--- src/rtl/mem_bus_arbiter.sv ---
// mem_bus_arbiter: shares one Avalon-style memory port between the instruction-fetch
// requester and the data requester. One transaction is in flight at a time. The granted
// requester gets a one-cycle ack, together with the read data for loads and fetches.
module mem_bus_arbiter #(
   parameter bit          DATA_PRIORITY = 1'b1,  // 1: data wins ties, 0: round-robin on ties
   parameter int unsigned WAIT_TIMEOUT  = 0      // waitrequest cycles before abort, 0 = never
) (
   input  logic        clk_i,
   input  logic        rst_n_i,
   input  logic        instr_req_i,
   input  logic [31:0] instr_addr_i,
   output logic        instr_ack_o,
   input  logic        data_req_i,
   input  logic        data_write_i,
   input  logic [31:0] data_addr_i,
   input  logic [31:0] data_wdata_i,
   input  logic [3:0]  data_byte_en_i,
   output logic        data_ack_o,
   output logic [31:0] rdata_o,
   output logic        err_o,
   output logic [31:0] avm_address_o,
   output logic        avm_read_o,
   output logic        avm_write_o,
   output logic [31:0] avm_writedata_o,
   output logic [3:0]  avm_byteenable_o,
   input  logic        avm_waitrequest_i,
   input  logic [31:0] avm_readdata_i
);

   typedef enum logic [1:0] {IDLE, CMD, RESP, DONE} state_e;

   localparam int unsigned CNT_W = (WAIT_TIMEOUT > 1) ? $clog2(WAIT_TIMEOUT + 1) : 1;
   localparam logic [CNT_W-1:0] TO_LAST = CNT_W'((WAIT_TIMEOUT == 0) ? 0 : WAIT_TIMEOUT - 1);
   localparam bit TIMEOUT_EN = (WAIT_TIMEOUT != 0);

   state_e            state_q, state_d;
   logic              grant_data_q;       // requester owning the current transaction
   logic              last_grant_data_q;  // requester granted most recently
   logic [31:0]       addr_q;
   logic              write_q;
   logic [31:0]       wdata_q;
   logic [3:0]        be_q;
   logic              rd_stb_q;
   logic              wr_stb_q;
   logic [31:0]       rdata_q;
   logic              err_q;
   logic [CNT_W-1:0]  wait_cnt_q;

   logic any_req;
   logic pick_data;
   logic accepted;
   logic timeout_hit;

   assign any_req     = instr_req_i | data_req_i;
   assign accepted    = (rd_stb_q | wr_stb_q) & ~avm_waitrequest_i;
   // The cycle that would take the counter to WAIT_TIMEOUT aborts the command.
   assign timeout_hit = TIMEOUT_EN & avm_waitrequest_i & (wait_cnt_q == TO_LAST);

   // Winner selection among the requests visible in IDLE.
   always_comb begin
      // NOTE: every signal written in always_comb gets a default first so no latch is inferred.
      pick_data = data_req_i;
      if (instr_req_i && data_req_i) begin
         pick_data = DATA_PRIORITY ? 1'b1 : ~last_grant_data_q;
      end
   end

   // State register.
   always_ff @(posedge clk_i or negedge rst_n_i) begin
      // NOTE: sequential state uses non-blocking assignments so every flop samples pre-edge values.
      if (!rst_n_i) state_q <= IDLE;
      else          state_q <= state_d;
   end

   // Next-state logic.
   always_comb begin
      state_d = state_q;
      unique case (state_q)
         IDLE: if (any_req) state_d = CMD;
         CMD: begin
            if (accepted)         state_d = write_q ? DONE : RESP;
            else if (timeout_hit) state_d = DONE;
         end
         RESP:    state_d = DONE;
         DONE:    state_d = IDLE;
         default: state_d = IDLE;
      endcase
   end

   // Output logic: acks and error flag are decoded from the DONE state.
   always_comb begin
      instr_ack_o = 1'b0;
      data_ack_o  = 1'b0;
      err_o       = 1'b0;
      if (state_q == DONE) begin
         instr_ack_o = ~grant_data_q;
         data_ack_o  = grant_data_q;
         err_o       = err_q;
      end
   end

   // Request latch, registered bus strobes, timeout counter and read-data capture.
   always_ff @(posedge clk_i or negedge rst_n_i) begin
      if (!rst_n_i) begin
         grant_data_q      <= 1'b0;
         last_grant_data_q <= 1'b1;
         addr_q            <= '0;
         write_q           <= 1'b0;
         wdata_q           <= '0;
         be_q              <= '0;
         rd_stb_q          <= 1'b0;
         wr_stb_q          <= 1'b0;
         rdata_q           <= '0;
         err_q             <= 1'b0;
         wait_cnt_q        <= '0;
      end else begin
         unique case (state_q)
            IDLE: begin
               if (any_req) begin
                  grant_data_q      <= pick_data;
                  last_grant_data_q <= pick_data;
                  addr_q            <= pick_data ? data_addr_i    : instr_addr_i;
                  write_q           <= pick_data & data_write_i;
                  wdata_q           <= pick_data ? data_wdata_i   : 32'h0;
                  be_q              <= pick_data ? data_byte_en_i : 4'b1111;
                  rd_stb_q          <= ~(pick_data & data_write_i);
                  wr_stb_q          <= pick_data & data_write_i;
                  err_q             <= 1'b0;
                  wait_cnt_q        <= '0;
               end
            end
            CMD: begin
               if (accepted) begin
                  rd_stb_q <= 1'b0;
                  wr_stb_q <= 1'b0;
               end else if (timeout_hit) begin
                  rd_stb_q <= 1'b0;
                  wr_stb_q <= 1'b0;
                  err_q    <= 1'b1;
               end else if (avm_waitrequest_i) begin
                  wait_cnt_q <= wait_cnt_q + 1'b1;
               end
            end
            RESP:    rdata_q <= avm_readdata_i;
            default: ;
         endcase
      end
   end

   assign avm_address_o    = addr_q;
   assign avm_read_o       = rd_stb_q;
   assign avm_write_o      = wr_stb_q;
   assign avm_writedata_o  = wdata_q;
   assign avm_byteenable_o = be_q;
   assign rdata_o          = rdata_q;

endmodule

--- config.mk ---
export PLATFORM = sky130hd
export DESIGN_NAME = mem_bus_arbiter
export DESIGN_NICKNAME = d
export VERILOG_FILES = /design/src/rtl/mem_bus_arbiter.sv
export SDC_FILE = /design/constraint.sdc
export NUM_CORES = 1
export LEC_CHECK = 0
export BUFFER_PORTS_ARGS = -buffer_cell sky130_fd_sc_hd__buf_2
export CAP_MARGIN = 20
export CORE_MARGIN = 10
export CORE_UTILIZATION = 40
export DETAILED_ROUTE_END_ITERATION = 10
export PLACE_DENSITY = 0.81
export SYNTH_ARGS = -nofsm -noshare
export SYNTH_HDL_FRONTEND = slang
export SYNTH_SLANG_ARGS = --single-unit
export TNS_END_PERCENT = 50
--- constraint.sdc ---
create_clock -name clk_i -period 1.7 [get_ports clk_i]
set_clock_uncertainty 0.15 [all_clocks]
set_input_delay 0.34 -clock clk_i [delete_from_list [all_inputs] [get_ports clk_i]]
set_output_delay 0.34 -clock clk_i [all_outputs]
set_load 0.01 [all_outputs]
==> results of run 1 <==
==> stage by stage <==
stage,util,power (mW)
after floorplan,-,2.64
after global placement,0.553,2.86
after detailed placement,0.553,2.87
after CTS,0.581,4.60
after global routing,0.584,4.73
final,0.584,4.53
==> cells by family after synthesis <==
family,count (synthesis)
simple gates,43
compound gates,82
buf+inv,25
flops,106
mux,65
other cells,1
fa+ha+maj,5
==> cells in the final DEF (no fill, tap or decap), types with 4 or more instances in the layout <==
| cell | instances |
|---|---|
| buf_2 | 238 |
| dfrtp_1 | 106 |
| o21ai_1 | 8 |
| a22o_1 | 33 |
| buf_4 | 7 |
| nand2_1 | 35 |
| buf_12 | 8 |
| buf_6 | 4 |
| o21ai_0 | 27 |
| mux2i_1 | 32 |
| mux2_2 | 30 |
| clkbuf_8 | 10 |
| o22a_1 | 4 |
==> routing by layer <==
| metal | share of wire | track usage | up-vias |
|---|---|---|---|
| li1 | - | - | 1652 |
| met1 | 0.37 | 0.173 | 1645 |
| met2 | 0.51 | 0.274 | 147 |
| met3 | 0.10 | 0.0557 | 17 |
| met4 | 0.018 | 0.0590 | 2 |
| met5 | 0.00055 | 0 | - |
==> cell type report <==
type	instances	area, um2	share of cell area
Inverter	2	7.51	0.00123
Sequential cell	106	2650	0.436
Timing Repair Buffer	258	1460	0.240
Tap cell	136	170	0.0280
Multi-Input combinational cell	196	1570	0.258
Clock inverter	6	88.8	0.0146
Clock buffer	10	138	0.0226
==> cells in the mapped netlist (all sizes together) <==
library cell  instances
a211oi                2
a21o                  1
a21oi                 3
a22o                 33
a2bb2oi               1
and2                  3
buf                  19
clkbuf                4
conb                  1
dfrtp               106
ha                    5
inv                   2
mux2                 33
mux2i                32
nand2                35
nor2                  2
nor2b                 2
nor3b                 1
o21a                  1
o21ai                36
o21bai                1
o22a                  4
==> critical path, stage by stage, from the launching register on <==
cell	delay (ns)
dfrtp_1	0.41
buf_6	0.13
ha_4	0.15
and2_4	0.13
buf_6	0.11
==> path summary, 6_finish.rpt <==
check                                             start                              end  slack, ns  depth (start not counted)
setup / recovery                 state_q[1]$_DFFE_PN0P_                       data_ack_o      -0.07                          4
hold / removal                         data_wdata_i[12]  avm_writedata_o[12]$_DFFE_PN0P_       0.03                          2
setup reg to reg                 state_q[0]$_DFFE_PN0P_          rdata_o[27]$_DFFE_PN0N_      -0.01                          5
hold reg to reg            avm_address_o[8]$_DFFE_PN0P_     avm_address_o[8]$_DFFE_PN0P_       0.33                          2
max in group asynchronous                       rst_n_i   avm_writedata_o[8]$_DFFE_PN0P_       0.59                          3
min in group asynchronous                       rst_n_i     avm_address_o[0]$_DFFE_PN0P_       0.26                          2
==> where the power goes <==
| part | switching [mW] | internal [mW] |
|---|---|---|
| sequential | 0 | 2.52 |
| clock | 0.842 | 0.873 |
| combinational | 0.136 | 0.163 |
| total | 0.979 | 3.55 |
==> registers in the layout, summed over array words and instances, names as in the netlist <==
| name | cells |
|---|---|
| avm_address_o | 32 |
| avm_writedata_o | 32 |
| rdata_o | 32 |
| avm_byteenable_o | 4 |
| state_q | 2 |
| avm_read_o | 1 |
| avm_write_o | 1 |
| grant_data_q | 1 |
| write_q | 1 |
==> what timing repair did <==
item | 4_1_cts | 5_1_grt
pin swaps | 0 | 2
hold buffers | 1 | 0
setup buffers | 2 | 0
resized for setup | 8 | 8
endpoints found under the setup margin | 3 | 55
hold endpoints to repair | 19 | 0
==> results list, run 1 <==
- Of the cells placed in the final design, the portion with a size suffix greater than 1 is 0.540.
- Effective utilization at floorplan: 0.414
- The congestion estimate from routability-driven global placement came to 0.807.
* Final Critical Period: 1.77 ns
- Final setup viols: 5
- Post-synthesis net count: 470
* Result of the run: finished with violations
- Fraction of post-synthesis cell area in the top cell type by area: 0.616
* Arrival time at the worst endpoint: 1.28 ns
- After synthesis the netlist holds a flip-flop and latch count of 106.
- The worst setup path is captured at a primary output.
- Number of pins with negative max-slew slack in the final report: 0
* Detail Route Antenna Nets: 0
* Setup TNS: -0.146 ns
* Adder and majority cell fraction of the synthesized area: 0.0145
- Using the TritonRoute via totals, the vias-per-cell ratio works out to 4.85.
* Distinct cell type count of the synthesized netlist: 27
* Worst setup slack after placement: -0.00349 ns
- Across the run, the number of max-cap violations was 0.
- The number of antenna violations at the first check in global routing was 1.
- Clock network latency to the later pin of the worst-skew pair: 0.36 ns
* Worst hold-check slack: 0.0349 ns
* Vias in the first global route: 3,788
* Total detailed-routing wirelength: 12,700 um
- Number of nets in the final layout: 716
- Critical path fanouts, max: 2
* Number of top-level pins: 243
* Rows: 37
* DR iter-0 viols: 153
- Die Height: 124 um
- Largest family of logic cells by synthesized area: multiplexers
- The filler cells instantiated in the layout total 907.
- Final non-filler cell area: 6080 um2
- The clock tree synthesis step divided the H-tree into 3 levels.
* Hold crit path type: input port to flop
* Crit path required time: 1.21 ns
* Peak Freq: 564 MHz
- CP startpoint kind: flop
* Congestion Overflow GR: 0
* Synth Area in XOR/XNOR: 0
- In the final routed layout, each cell accounts on average for 17.8 um.
* Cell types with the largest area share after synthesis: dfrtp_1 (62%), mux2_2 (8.1%), mux2i_1 (7.4%), a22o_1 (6.7%), o21ai_0 (3.1%)
- After synthesis, the share of cell area in mux cells is 0.161.
- Clock buffers created by TritonCTS: 9
* Yosys warning total: 0
* Global-route wire length before repair: 19,100 um
- Mapped Area: 4310 um2
- IO Port Bufs: 241
- Via total after detailed routing: 3,463
- A synthesized cell averages 13.2 um2.
* DRC Markers: 0
- Final worst setup slack: -0.0739 ns
- Once layout is complete, the cells apart from fillers number 714.
* TritonCTS clock tree: done
* Total power density per cell area: 745 nW/um2
- Tcrit/Tclk final: 1.04
- Sequential area share after synthesis: 0.616
- The repair_antennas step left the layout with diodes totalling 0.
* Maximum buffer depth of the clock tree: 2
- The floorplan step set the die width to 124 um.
- Cell area after placement: 5760 um2
- The tree is rooted in a clkbuf_8.
* Die footprint: 15,300 um2
- Number of sinks on the clock net: 106
- Setup repair after global routing missed its margin: yes
- Total routing usage reported by global routing: 0.157
* DP Wirelength: 10,300 um
* Final Hold Fails: 0
* Number of instances in the synthesized netlist: 327
- The critical path in this run is classified as flop to primary output.
* Synth-to-layout area growth: 41.2%
* Failing checks: setup timing
* Cell accounting for the most synthesized area: dfrtp_1
- Detailed-router iteration count before antenna repair: 4
- Maximum number of pins on one net before global-route repair: 37
- VDD sags by at most 0.393 mV.
* Fraction of the mapped netlist area in compound gates: 0.134
- Simple-gate portion of the synthesized area: 0.0424
- Worst-path clk slew: 0.11 ns
* Core footprint: 10,400 um2
* Static leakage power: 3.51 nW
- Counting tap cells, the placed design contains a total of 695 instances.
Note: power is estimated with default switching activity, not from simulation.
==> run 2: changes to the inputs <==
--- a/config.mk
+++ b/config.mk
@@ -10,7 +10,8 @@
 export CORE_MARGIN = 10
 export CORE_UTILIZATION = 40
 export DETAILED_ROUTE_END_ITERATION = 10
-export PLACE_DENSITY = 0.81
+export PLACE_DENSITY_LB_ADDON = 0.05
+export RECOVER_POWER = 50
 export SYNTH_ARGS = -nofsm -noshare
 export SYNTH_HDL_FRONTEND = slang
 export SYNTH_SLANG_ARGS = --single-unit
==> results list, run 2 (synthesized netlist as in run 1, its figures left out) <==
- Result of the run: finished with violations (unchanged).
- Failing checks: setup timing (unchanged).
- The most repeated library cell on the critical path was buf_6 (unchanged).
- Total routing usage reported by global routing: 0.156 (was 0.157)
- The placer's final routability congestion estimate came to 0.798 (was 0.807).
- DP Wirelength: 9750 um (was 10,300 um)
- The net switching component of the power was 953 uW (was 979 uW).
* Die footprint: 15,300 um2 (unchanged)
* Largest stage delay on the critical path: 0.40 ns (was 0.41 ns)
* Synth-to-layout area growth: 41.9% (was 41.2%)
* Number of antenna violations at the first check in global routing: 2 (was 1)
- The area of combinational cells with multiple inputs came to 1570 um2 (about the same).
* IO Port Bufs: 241 (unchanged)
* Setup repair after global routing missed its margin: yes (unchanged)
* Via total after detailed routing: 3,437 (was 3,463)
- The kind of start point of the critical path was a flop (unchanged).
* Source of the critical timing path: state_q[1]$_DFFE_PN0P_ (unchanged)
- Number of nets in the final layout: 723 (was 716)
- CP Cell Sequence: buf_6 -> ha_4 -> and2_4 -> buf_6 (unchanged)
- The final period demand of the worst path was 1.75 ns (was 1.77 ns).
- Total detailed-routing wirelength: 12,800 um (was 12,700 um)
- Ratio of cells with drive above 1 in the final layout: 0.521 (was 0.540)
* Core footprint: 10,400 um2 (unchanged)
- The switching share of power came to 0.217 (was 0.216).
* Slowest stage cell on the critical path: dfrtp_1 (unchanged)
- The most frequent standard cell in the layout excluding fill and tap cells is buf_2 (unchanged).
- Crit path max-delay family: flip-flops (unchanged)
- The number of endpoints failing setup at the final stage came to 2 (was 5).
- The class of the worst hold path is input port to flop (unchanged).
- Worst-path clk slew: 0.10 ns (was 0.11 ns)
- The final cycle utilization of the critical path was 1.03 (was 1.04).
* CTS Root Buffer Type: clkbuf_8 (unchanged)
* Crit path required time: 1.21 ns (about the same)
- Sequential cell area in the final layout: 2650 um2 (unchanged)
- Maximum buffer depth of the clock tree: 2 (unchanged)
- Detail Route Antenna Nets: 0 (unchanged)
- The maximum fanout along the worst path came to 2 (unchanged).
- The fill cell total of the finished layout came to 923 (was 907).
* Number of pins with negative max-slew slack in the final report: 0 (unchanged)
- The pin count of the biggest net entering global routing came to 107 (was 37).
- Slew @ Worst Pin: 0.941 ns
* Final Total Pwr: 4.40 mW (was 4.53 mW)
- The leakage dissipation came to 3.46 nW (was 3.51 nW).
- The cell row count was 37 (unchanged).
- Total power density per cell area: 720 nW/um2 (was 745 nW/um2)
* Vias in the first global route: 3,708 (was 3,788)
- The starting density of the core was 0.414 (unchanged).
- The post-detailed-route wirelength per cell came to 17.8 um (about the same).
- DR iter-0 viols: 130 (was 153)
* Clock network latency to the later pin of the worst-skew pair: 0.35 ns (was 0.36 ns)
- The buffering stage count on the worst path with inverters included was 2 (unchanged).
- The nature of the critical path endpoint is a primary output (unchanged).
- The maximum operating frequency came to 572 MHz (was 564 MHz).
- The number of sinks on the clock net came to 106 (unchanged).
- In this run the tightest slew margin relative to its limit is 0.372.
- Reg2reg end: rdata_o[30]$_DFFE_PN0N_ (was rdata_o[27]$_DFFE_PN0N_)
- Commonest non-fill, non-tap cells in the layout: buf_2 (223), dfrtp_1 (106), nand2_1 (35) (was buf_2 (238), dfrtp_1 (106), nand2_1 (35)).
- The final-report hold violation count is 0 (unchanged).
* Worst-case vdd ir drop: 0.368 mV (was 0.393 mV)
- The final worst slack came to -0.0494 ns (was -0.0739 ns).
* Path length in cells of the critical path: 4 (unchanged)
* Count of cells along the worst register-to-register path: 6 (was 5)
* Worst hold-check slack: 0.0388 ns (was 0.0349 ns)
- Clock share of power: 0.361 (was 0.378)
* Via-per-instance ratio: 4.76 (was 4.85)
* Max-cap violations: 0 (unchanged)
- Arrival time at the worst endpoint: 1.26 ns (was 1.28 ns)
* Die Height: 124 um (unchanged)
- The critical path capture point is data_ack_o (unchanged).
- The combinational share of power came to 0.066 (about the same).
- The start-to-end type of the worst setup path is flop to primary output (unchanged).
- The first-pass GRT wire length came to 18,900 um (was 19,100 um).
- The startpoint of the worst-slack reg-to-reg timing path is state_q[0]$_DFFE_PN0P_ (unchanged).
- Maximum level of the CTS H-tree: 3 (unchanged)
* TritonCTS clock tree: done (unchanged)
- The total grt overflow is 0 (unchanged).
- The part of the total power dissipated in sequential elements came to 0.573 (was 0.556).
- The width of the die came to 124 um (unchanged).
- Detailed-router iteration count before antenna repair: 4 (unchanged)
- The count of pins on the block boundary was 243 (unchanged).
- The flop-to-flop setup slack came to 0.01 ns (was -0.01 ns).
- The remaining design rule violation count was 0 (unchanged).
* Internal Power: 3.45 mW (was 3.55 mW)
* Clock buffers created by TritonCTS: 9 (unchanged)
[run 2: what timing repair did]
item                       in CTS  in global routing
setup endpoints to repair       2                 71
hold buffers                    1                  0
setup buffers                   3                  0
resized for setup              12                  5
gates cloned                    0                  3
hold endpoints to repair      106                  0
pin swaps                       0                  2
[run 2: layer usage]
layer	global-route usage	wire length, um
met3	0.0611	1310
met1	0.183	5120
met4	0.0546	199
met2	0.257	6190
met5	0	13
[run 2: worst reg2reg max path, delay by kind of cell, from the launching register on]
kind | cells | cell delay [ns]
DFF | 1 | 0.40
buffers and inverters | 4 | 0.53
muxes | 1 | 0.35
adders and majority gates | 1 | 0.17
[run 2: through the flow]
stage / utilization / cell area (um2) / std cells / worst slack [ns] / TNS, ns
global route: 0.587 / 6110 / 721 / -0.0946 / -3.01
floorplan: - / 4310 / 327 / 0.0245 / 0
global placement: 0.552 / 5750 / 698 / 0.0837 / 0
CTS: 0.581 / 6050 / 718 / -0.0697 / -0.131
detailed placement: 0.552 / 5750 / 698 / 0.0514 / 0
finish: 0.587 / 6110 / 722 / -0.0494 / -0.0927
[run 2: area by class of cell]
type | instances | share of cell area
well taps | 136 | 0.0278
inverters | 2 | 0.00123
clock inverters | 3 | 0.00778
clock buffers | 13 | 0.0260
multi-input cells | 196 | 0.258
flip-flops and latches | 106 | 0.434
diodes | 1 | 0.000409
repair buffers | 265 | 0.245
[run 2: how the worst min path moves through the flow]
| stage | startpoint | endpoint | slack, ns | depth (start not counted) |
|---|---|---|---|---|
| floorplan | rst_n_i | avm_address_o[0]$_DFFE_PN0P_ | -0.11 | 0 |
| global placement | rst_n_i | rdata_o[17]$_DFFE_PN0N_ | 0.31 | 2 |
| detailed placement | rst_n_i | rdata_o[17]$_DFFE_PN0N_ | 0.31 | 2 |
| CTS | data_wdata_i[2] | avm_writedata_o[2]$_DFFE_PN0P_ | 0.02 | 2 |
| global route | data_wdata_i[19] | avm_writedata_o[19]$_DFFE_PN0P_ | 0.03 | 2 |
| finish | data_wdata_i[2] | avm_writedata_o[2]$_DFFE_PN0P_ | 0.04 | 2 |
[run 2: power groups by stage]
stage                     sequential, mW  clock [mW]  combinational (mW)
after floorplan                     2.57           0              0.0710
after global placement              2.57           0               0.293
after detailed placement            2.57           0               0.299
after CTS                           2.52        1.65               0.301
after global routing                2.52        1.76               0.327
final                               2.52        1.59               0.290
